==> config.mk <==
export PLATFORM = sky130hd
export DESIGN_NAME = vga_object_compositor_flat
export DESIGN_NICKNAME = d
export VERILOG_FILES = /design/src/rtl/vga_object_compositor_if.sv /design/src/rtl/vga_object_compositor.sv /design/src/flat_wrapper.sv
export SDC_FILE = /design/constraint.sdc
export NUM_CORES = 1
export LEC_CHECK = 0
export ABC_AREA = 1
export CORE_MARGIN = 4
export CORE_UTILIZATION = 40
export DETAILED_ROUTE_END_ITERATION = 10
export SLEW_MARGIN = 20
export SYNTH_ARGS = -nofsm -noshare
export SYNTH_HDL_FRONTEND = slang
export SYNTH_SLANG_ARGS = --single-unit
==> constraint.sdc <==
create_clock -name vclock -period 21.2 [get_ports vclock]
set_clock_uncertainty 0.05 [all_clocks]
set_input_delay 2.12 -clock vclock [delete_from_list [all_inputs] [get_ports vclock]]
set_output_delay 2.12 -clock vclock [all_outputs]
set_load 0.02 [all_outputs]
==> src/rtl/vga_object_compositor_if.sv <==
// Object update port: valid/ready handshake carrying one object's centre, colour and enable.
interface vga_object_compositor_if #(
    parameter int unsigned NUM_OBJ = 4,
    parameter int unsigned COORD_W = 12
);
    // One spare index code so out-of-range writes are representable on the bus
    localparam int unsigned IDX_W = $clog2(NUM_OBJ + 1);

    logic                      upd_valid;
    logic                      upd_ready;
    logic [IDX_W-1:0]          upd_index;
    logic signed [COORD_W-1:0] upd_x;
    logic signed [COORD_W-1:0] upd_y;
    logic [23:0]               upd_color;
    logic                      upd_enable;

    modport master (
        output upd_valid, upd_index, upd_x, upd_y, upd_color, upd_enable,
        input  upd_ready
    );
    modport slave (
        input  upd_valid, upd_index, upd_x, upd_y, upd_color, upd_enable,
        output upd_ready
    );
endinterface

==> src/rtl/vga_object_compositor.sv <==
// Composites NUM_OBJ rectangular markers over a background pixel stream; object
// updates land in shadow registers and commit together on the vsync falling edge.
module vga_object_compositor #(
    parameter int unsigned NUM_OBJ      = 4,
    parameter int unsigned COORD_W      = 12,
    parameter int unsigned OBJ_W        = 16,
    parameter int unsigned OBJ_H        = 16,
    parameter int unsigned TOTAL_WIDTH  = 1024,
    parameter int unsigned TOTAL_HEIGHT = 768,
    parameter int unsigned Y_OFFSET     = 256,
    parameter int unsigned ALPHA_M      = 2,
    parameter int unsigned ALPHA_N_LOG2 = 2,
    parameter logic [23:0] BLANK_COLOR  = 24'h000000
) (
    input  logic                          vclock,
    input  logic                          reset,
    input  logic [10:0]                   hcount,
    input  logic [9:0]                    vcount,
    input  logic                          hsync,
    input  logic                          vsync,
    input  logic                          blank,
    input  logic [23:0]                   bg_pixel,
    input  logic [1:0]                    scale_shift,
    vga_object_compositor_if.slave        upd,
    output logic                          phsync,
    output logic                          pvsync,
    output logic                          pblank,
    output logic [23:0]                   pixel
);
    localparam int unsigned IDX_W   = $clog2(NUM_OBJ + 1);
    localparam int unsigned EXT_W   = COORD_W + 1;
    localparam int unsigned SUM_W   = 8 + ALPHA_N_LOG2;
    localparam int unsigned ALPHA_C = (1 << ALPHA_N_LOG2) - ALPHA_M;

    logic signed [COORD_W-1:0] sh_x [NUM_OBJ];
    logic signed [COORD_W-1:0] sh_y [NUM_OBJ];
    logic [23:0]               sh_color [NUM_OBJ];
    logic [NUM_OBJ-1:0]        sh_en;
    logic signed [COORD_W-1:0] act_x [NUM_OBJ];
    logic signed [COORD_W-1:0] act_y [NUM_OBJ];
    logic [23:0]               act_color [NUM_OBJ];
    logic [NUM_OBJ-1:0]        act_en;

    logic vsync_q, commit_q, ready_q, accept_c;

    assign upd.upd_ready = ready_q;
    assign accept_c      = upd.upd_valid & ready_q;

    // Commit is taken one cycle after the falling edge; ready drops for that cycle only
    always_ff @(posedge vclock or posedge reset) begin
        if (reset) begin
            vsync_q  <= 1'b1;
            commit_q <= 1'b0;
            ready_q  <= 1'b0;
        end else begin
            vsync_q  <= vsync;
            commit_q <= vsync_q & ~vsync;
            ready_q  <= ~(vsync_q & ~vsync);
        end
    end

    // Shadow writes and frame commit into the active set
    always_ff @(posedge vclock or posedge reset) begin
        if (reset) begin
            sh_en  <= '0;
            act_en <= '0;
            for (int i = 0; i < NUM_OBJ; i++) begin
                sh_x[i]      <= '0;
                sh_y[i]      <= '0;
                sh_color[i]  <= '0;
                act_x[i]     <= '0;
                act_y[i]     <= '0;
                act_color[i] <= '0;
            end
        end else begin
            for (int i = 0; i < NUM_OBJ; i++) begin
                if (accept_c && upd.upd_index == IDX_W'(i)) begin
                    sh_x[i]     <= upd.upd_x;
                    sh_y[i]     <= upd.upd_y;
                    sh_color[i] <= upd.upd_color;
                    sh_en[i]    <= upd.upd_enable;
                end
                if (commit_q) begin
                    act_x[i]     <= COORD_W'(sh_x[i] <<< scale_shift);
                    act_y[i]     <= COORD_W'((sh_y[i] <<< scale_shift) + COORD_W'(Y_OFFSET));
                    act_color[i] <= sh_color[i];
                    act_en[i]    <= sh_en[i];
                end
            end
        end
    end

    // Half-open span test, widened by one bit so the bounds cannot wrap
    function automatic logic in_span(input logic signed [COORD_W-1:0] p,
                                     input logic signed [COORD_W-1:0] c,
                                     input int unsigned size);
        logic signed [EXT_W-1:0] pe, ce, h;
        pe = {p[COORD_W-1], p};
        ce = {c[COORD_W-1], c};
        h  = EXT_W'(size / 2);
        return (pe >= ce - h) && (pe < ce + h);
    endfunction

    logic signed [COORD_W-1:0] x1, y1;
    logic [23:0]               bg1, bg2, bg3, c1_3, c2_3;
    logic                      hs1, vs1, bl1, hs2, vs2, bl2, hs3, vs3, bl3;
    logic [NUM_OBJ-1:0]        hit_c, hit2;
    logic [23:0]               c1_c, c2_c, blend_c;
    logic [1:0]                n_c, n3;
    logic [SUM_W-1:0]          sum_c;

    always_comb begin
        hit_c = '0;
        for (int i = 0; i < NUM_OBJ; i++)
            hit_c[i] = act_en[i] & in_span(x1, act_x[i], OBJ_W) & in_span(y1, act_y[i], OBJ_H);
    end

    // Two highest-priority hits; the count saturates at two
    always_comb begin
        c1_c = '0;
        c2_c = '0;
        n_c  = 2'd0;
        for (int i = 0; i < NUM_OBJ; i++) begin
            if (hit2[i]) begin
                if (n_c == 2'd0) begin
                    c1_c = act_color[i];
                    n_c  = 2'd1;
                end else if (n_c == 2'd1) begin
                    c2_c = act_color[i];
                    n_c  = 2'd2;
                end
            end
        end
    end

    always_comb begin
        blend_c = '0;
        sum_c   = '0;
        for (int ch = 0; ch < 3; ch++) begin
            sum_c = SUM_W'(ALPHA_M) * SUM_W'(c1_3[ch*8 +: 8])
                  + SUM_W'(ALPHA_C) * SUM_W'(c2_3[ch*8 +: 8]);
            blend_c[ch*8 +: 8] = 8'(sum_c >> ALPHA_N_LOG2);
        end
    end

    // Four-stage pixel pipeline; syncs and blank travel alongside
    always_ff @(posedge vclock or posedge reset) begin
        if (reset) begin
            x1 <= '0; y1 <= '0; bg1 <= '0; hs1 <= 1'b1; vs1 <= 1'b1; bl1 <= 1'b1;
            hit2 <= '0; bg2 <= '0; hs2 <= 1'b1; vs2 <= 1'b1; bl2 <= 1'b1;
            c1_3 <= '0; c2_3 <= '0; n3 <= 2'd0; bg3 <= '0;
            hs3 <= 1'b1; vs3 <= 1'b1; bl3 <= 1'b1;
            pixel <= '0; phsync <= 1'b1; pvsync <= 1'b1; pblank <= 1'b1;
        end else begin
            x1  <= COORD_W'(hcount) - COORD_W'(TOTAL_WIDTH / 2);
            y1  <= COORD_W'(TOTAL_HEIGHT) - COORD_W'(vcount);
            bg1 <= bg_pixel; hs1 <= hsync; vs1 <= vsync; bl1 <= blank;

            hit2 <= hit_c; bg2 <= bg1; hs2 <= hs1; vs2 <= vs1; bl2 <= bl1;

            c1_3 <= c1_c; c2_3 <= c2_c; n3 <= n_c; bg3 <= bg2;
            hs3 <= hs2; vs3 <= vs2; bl3 <= bl2;

            if (bl3)                pixel <= BLANK_COLOR;
            else if (n3 == 2'd0)    pixel <= bg3;
            else if (n3 == 2'd1)    pixel <= c1_3;
            else                    pixel <= blend_c;
            phsync <= hs3; pvsync <= vs3; pblank <= bl3;
        end
    end
endmodule

==> src/flat_wrapper.sv <==
// flat-port wrapper written by rule: the top's interface ports become plain ports
module vga_object_compositor_flat 
#(
    parameter int unsigned NUM_OBJ      = 4,
    parameter int unsigned COORD_W      = 12,
    parameter int unsigned OBJ_W        = 16,
    parameter int unsigned OBJ_H        = 16,
    parameter int unsigned TOTAL_WIDTH  = 1024,
    parameter int unsigned TOTAL_HEIGHT = 768,
    parameter int unsigned Y_OFFSET     = 256,
    parameter int unsigned ALPHA_M      = 2,
    parameter int unsigned ALPHA_N_LOG2 = 2,
    parameter logic [23:0] BLANK_COLOR  = 24'h000000
)
  (vclock, reset, hcount, vcount, hsync, vsync, blank, bg_pixel, scale_shift, phsync, pvsync, pblank, pixel, upd_upd_valid, upd_upd_index, upd_upd_x, upd_upd_y, upd_upd_color, upd_upd_enable, upd_upd_ready);
  vga_object_compositor_if #(.NUM_OBJ(NUM_OBJ), .COORD_W(COORD_W)) upd_i ();
  input  logic vclock;
  input  logic reset;
  input  logic [10:0] hcount;
  input  logic [9:0] vcount;
  input  logic hsync;
  input  logic vsync;
  input  logic blank;
  input  logic [23:0] bg_pixel;
  input  logic [1:0] scale_shift;
  output logic phsync;
  output logic pvsync;
  output logic pblank;
  output logic [23:0] pixel;
  input wire logic [$bits(upd_i.upd_valid)-1:0] upd_upd_valid;
  input wire logic [$bits(upd_i.upd_index)-1:0] upd_upd_index;
  input wire logic [$bits(upd_i.upd_x)-1:0] upd_upd_x;
  input wire logic [$bits(upd_i.upd_y)-1:0] upd_upd_y;
  input wire logic [$bits(upd_i.upd_color)-1:0] upd_upd_color;
  input wire logic [$bits(upd_i.upd_enable)-1:0] upd_upd_enable;
  output wire logic [$bits(upd_i.upd_ready)-1:0] upd_upd_ready;
  assign upd_i.upd_valid = upd_upd_valid;
  assign upd_i.upd_index = upd_upd_index;
  assign upd_i.upd_x = upd_upd_x;
  assign upd_i.upd_y = upd_upd_y;
  assign upd_i.upd_color = upd_upd_color;
  assign upd_i.upd_enable = upd_upd_enable;
  assign upd_upd_ready = upd_i.upd_ready;
  vga_object_compositor #(.NUM_OBJ(NUM_OBJ), .COORD_W(COORD_W), .OBJ_W(OBJ_W), .OBJ_H(OBJ_H), .TOTAL_WIDTH(TOTAL_WIDTH), .TOTAL_HEIGHT(TOTAL_HEIGHT), .Y_OFFSET(Y_OFFSET), .ALPHA_M(ALPHA_M), .ALPHA_N_LOG2(ALPHA_N_LOG2), .BLANK_COLOR(BLANK_COLOR)) u_core (.vclock(vclock), .reset(reset), .hcount(hcount), .vcount(vcount), .hsync(hsync), .vsync(vsync), .blank(blank), .bg_pixel(bg_pixel), .scale_shift(scale_shift), .upd(upd_i), .phsync(phsync), .pvsync(pvsync), .pblank(pblank), .pixel(pixel));
endmodule
==> reports/qor.yml <==
hold_buffers: 0
critical_path.endpoint_type: "flop"
chipWidth_um: 285.8
r2r_setup_slack_ns: 17.25
global_route.overflow_total: 0
critical_path_class: "in -> reg"
grt_antenna_before_repair: 3
synthDominantCellAreaShare_pct: 45.98
place.gp.congestion: 0.8276
detail_route.first_pass.iterations: 5
syn-num-nets: 4052
post_route_cells_drive_above_1_share_pct: 5.467
route.detailed.wl_per_inst_um: 16.51
min-delay-path-class: "reg -> reg"
detail_route.drc_violations: 0
synth_cells: 3715
fp.dieArea_um2: 81660
switching_share_pct: 32.55
numCtsBuffers: 69
synth_async_sr_flop_share_pct: 100.0
synth_commonest_cells: "sky130_fd_sc_hd__nand2_1 (1240), sky130_fd_sc_hd__dfrtp_1 (567), sky130_fd_sc_hd__inv_1 (357)"
io_pins: 133
vias_per_cell: 4.977
totalPowerFinal_mw: 3.506
switching_power_total_mw: 1.141
worst_ep_required_time_ns: 21.59
period_share_pct: 21.35
setup_violations: 0
synth_cell_type_count: 52
yosys_warning_count: 0
timing.final.hold_violations: 0
clkTransAtPathRegs_ns: 0.06
maxSlewHeadroom_pct: 27.81
final_net_count: 4109
worstRegToRegCells: 8
dieHeight_um: 285.8
post_cts_buffers: 0
ant_nets: 0
initial_core_util_pct: 40.50
leading_cell_types_by_total_area_after_synthesis: "sky130_fd_sc_hd__dfrtp_1 (46%), sky130_fd_sc_hd__nand2_1 (15%), sky130_fd_sc_hd__ha_1 (9.3%)"
port_buffers: 132
detailedRoute.firstIterationViolations: 1654
gr-usage-all-layers_pct: 19.69
synthesis.area_um2: 30860
outcome: "finished, final reports clean"
max-cap-violations: 0
pwr-share-seq_pct: 40.9
final_util_pct: 46.31
synth_edf_count: 0
power_frac_clock_pct: 34.5
maxClockFrequency_ghz: 0.2209
critical_path_source_type: "input port"
via_count: 24174
fin_setup_tns_ns: 0
finalWirelength_um: 80170
clock_tree.root_cell: "sky130_fd_sc_hd__clkbuf_16"
clock_tree.htree_level_count: 3
cts_tree: "yes"
fin_crit_ns: 4.526
cts_resized: 0
nFillCells: 7528
power.density_cell_area_nw_per_um2: 99.34
grt_first_pass_wirelength_um: 128700
power.ir.vdd_worst_uv: 53.50
post-dp-hpwl_um: 52140
fp-row-count: 101
worst-slew-pin-transition_ns: 1.083
synth_flop_cell: "sky130_fd_sc_hd__dfrtp_1"
yosys.cell_count.top_type: "sky130_fd_sc_hd__nand2_1"
core_region_area_um2: 76200
clock_latency_at_the_later_pin_of_the_worst_skew_pair_ns: 0.60
rsz0062_at_grt: "no"
ys_ff_latch: 579
area_growth_from_synthesis_to_final_layout_pct: 14.35
pin_count_of_the_biggest_net_entering_global_routing: 162
synth_top_cell_by_area: "sky130_fd_sc_hd__dfrtp_1"
internal_power_mw: 2.365
syn_avg_cell_area_um2: 8.307
worstHoldPathCells: 0
comb_power_share_pct: 24.7
path_max_fanout: 55
ys_seq_area_share_pct: 47.00
cts_num_sinks: 579
slew_viol_final: 0
grt_pass1_vias: 23631
ctsLongestPathBuffers: 3
total_leakage_power_nw: 17.48
crit_arrival_ns: 4.92
==> cell type report <==
class | count | area (um2) | share of cell area, %
Sequential cell | 579 | 14510 | 41.11
Timing Repair Buffer | 152 | 1498 | 4.244
Clock buffer | 99 | 2042 | 5.786
Tap cell | 1030 | 1289 | 3.652
Inverter | 363 | 1373 | 3.890
Multi-Input combinational cell | 2607 | 14280 | 40.48
Antenna cell | 4 | 10.01 | 0.02836
Clock inverter | 23 | 285.3 | 0.8084
==> flip-flops by register name, indices dropped and copies added, names as in the netlist, 48 cells and up <==
register,flops
u_core.act_color,96
u_core.sh_color,96
u_core.act_x,48
u_core.act_y,48
u_core.sh_x,48
u_core.sh_y,48
==> layout by cell type (no fill, tap or decap), types with 13 or more instances in the layout <==
master	synthesis	final
sky130_fd_sc_hd__inv_1	357	356
sky130_fd_sc_hd__buf_4	3	18
sky130_fd_sc_hd__o221ai_1	13	13
sky130_fd_sc_hd__clkbuf_8	0	16
sky130_fd_sc_hd__nor3_1	18	18
sky130_fd_sc_hd__xor2_1	77	77
sky130_fd_sc_hd__nor2_1	129	128
sky130_fd_sc_hd__nand4_1	27	27
sky130_fd_sc_hd__ha_1	229	229
sky130_fd_sc_hd__o21ai_0	337	337
sky130_fd_sc_hd__dfrtp_1	567	565
sky130_fd_sc_hd__clkdlybuf4s50_1	0	131
sky130_fd_sc_hd__clkbuf_16	0	71
sky130_fd_sc_hd__nand3_1	165	165
sky130_fd_sc_hd__o22ai_1	17	17
sky130_fd_sc_hd__nand2_1	1240	1236
sky130_fd_sc_hd__xnor2_1	48	48
sky130_fd_sc_hd__a21oi_1	96	96
sky130_fd_sc_hd__o211ai_1	88	88
==> logic make-up (layout without fill, tap and decap cells) <==
kind of cell             count (synthesis)  after routing  share of synthesized area, %
AND/OR/NAND/NOR                       1629           1629                         21.42
AO/OA/AOI/OAI                          620            620                         11.66
flip-flops                             579            579                         47.00
buffers and inverters                  529            637                         6.864
adder cells (fa/ha/maj)                232            232                         9.479
XOR/XNOR                               125            125                         3.548
multiplexers                             1              1                       0.03244
other                                    0              4                             0
==> layer usage <==
layer	vias up	track usage (%)	wire length [um]
li1	12179	-	-
met1	11372	27.93	38450
met2	496	31.18	35700
met3	125	3.386	4312
met4	2	5.540	1697
met5	-	0	15
==> worst paths after layout <==
check,from,endpoint
setup / recovery,scale_shift[1],u_core.act_x[22]
hold / removal,u_core.bg2[13],u_core.bg3[13]
setup reg to reg,u_core.hit2[1],u_core.c1_3[0]
hold reg to reg,u_core.bg2[13],u_core.bg3[13]
max in group asynchronous,reset,u_core.act_y[20]
min in group asynchronous,reset,u_core.bg2[21]
==> critical path, cell delays in order <==
cell	delay (ns)
sky130_fd_sc_hd__clkdlybuf4s50_1	0.41
sky130_fd_sc_hd__buf_4	0.24
sky130_fd_sc_hd__nand2_1	0.59
sky130_fd_sc_hd__clkinv_2	0.95
sky130_fd_sc_hd__a22oi_1	0.43
sky130_fd_sc_hd__o21ai_0	0.14
==> through the flow <==
step / cell area, um2 / setup slack [ns] / std cells / hold slack, ns
6_report: 35290 / 16.67 / 4857 / 0.2939
5_1_grt: 35280 / 16.29 / 4853 / 0.3000
4_1_cts: 35260 / 16.63 / 4853 / 0.2957
3_5_place_dp: 32940 / 15.97 / 4731 / 0.2847
3_3_place_gp: 32940 / 15.97 / 4731 / 0.2822
2_1_floorplan: 30860 / 2.850 / 3715 / 0.2812
==> power by group through the flow <==
stage               Sequential [mW]  Combinational (mW)  Clock (mW)
finish                         1.43               0.864        1.21
global route                   1.46                1.02        1.29
CTS                            1.43               0.872        1.24
detailed placement             1.45               0.867           0
global placement               1.45               0.848           0
floorplan                      1.40               0.677           0
Note: power is estimated with default switching activity, not from simulation.
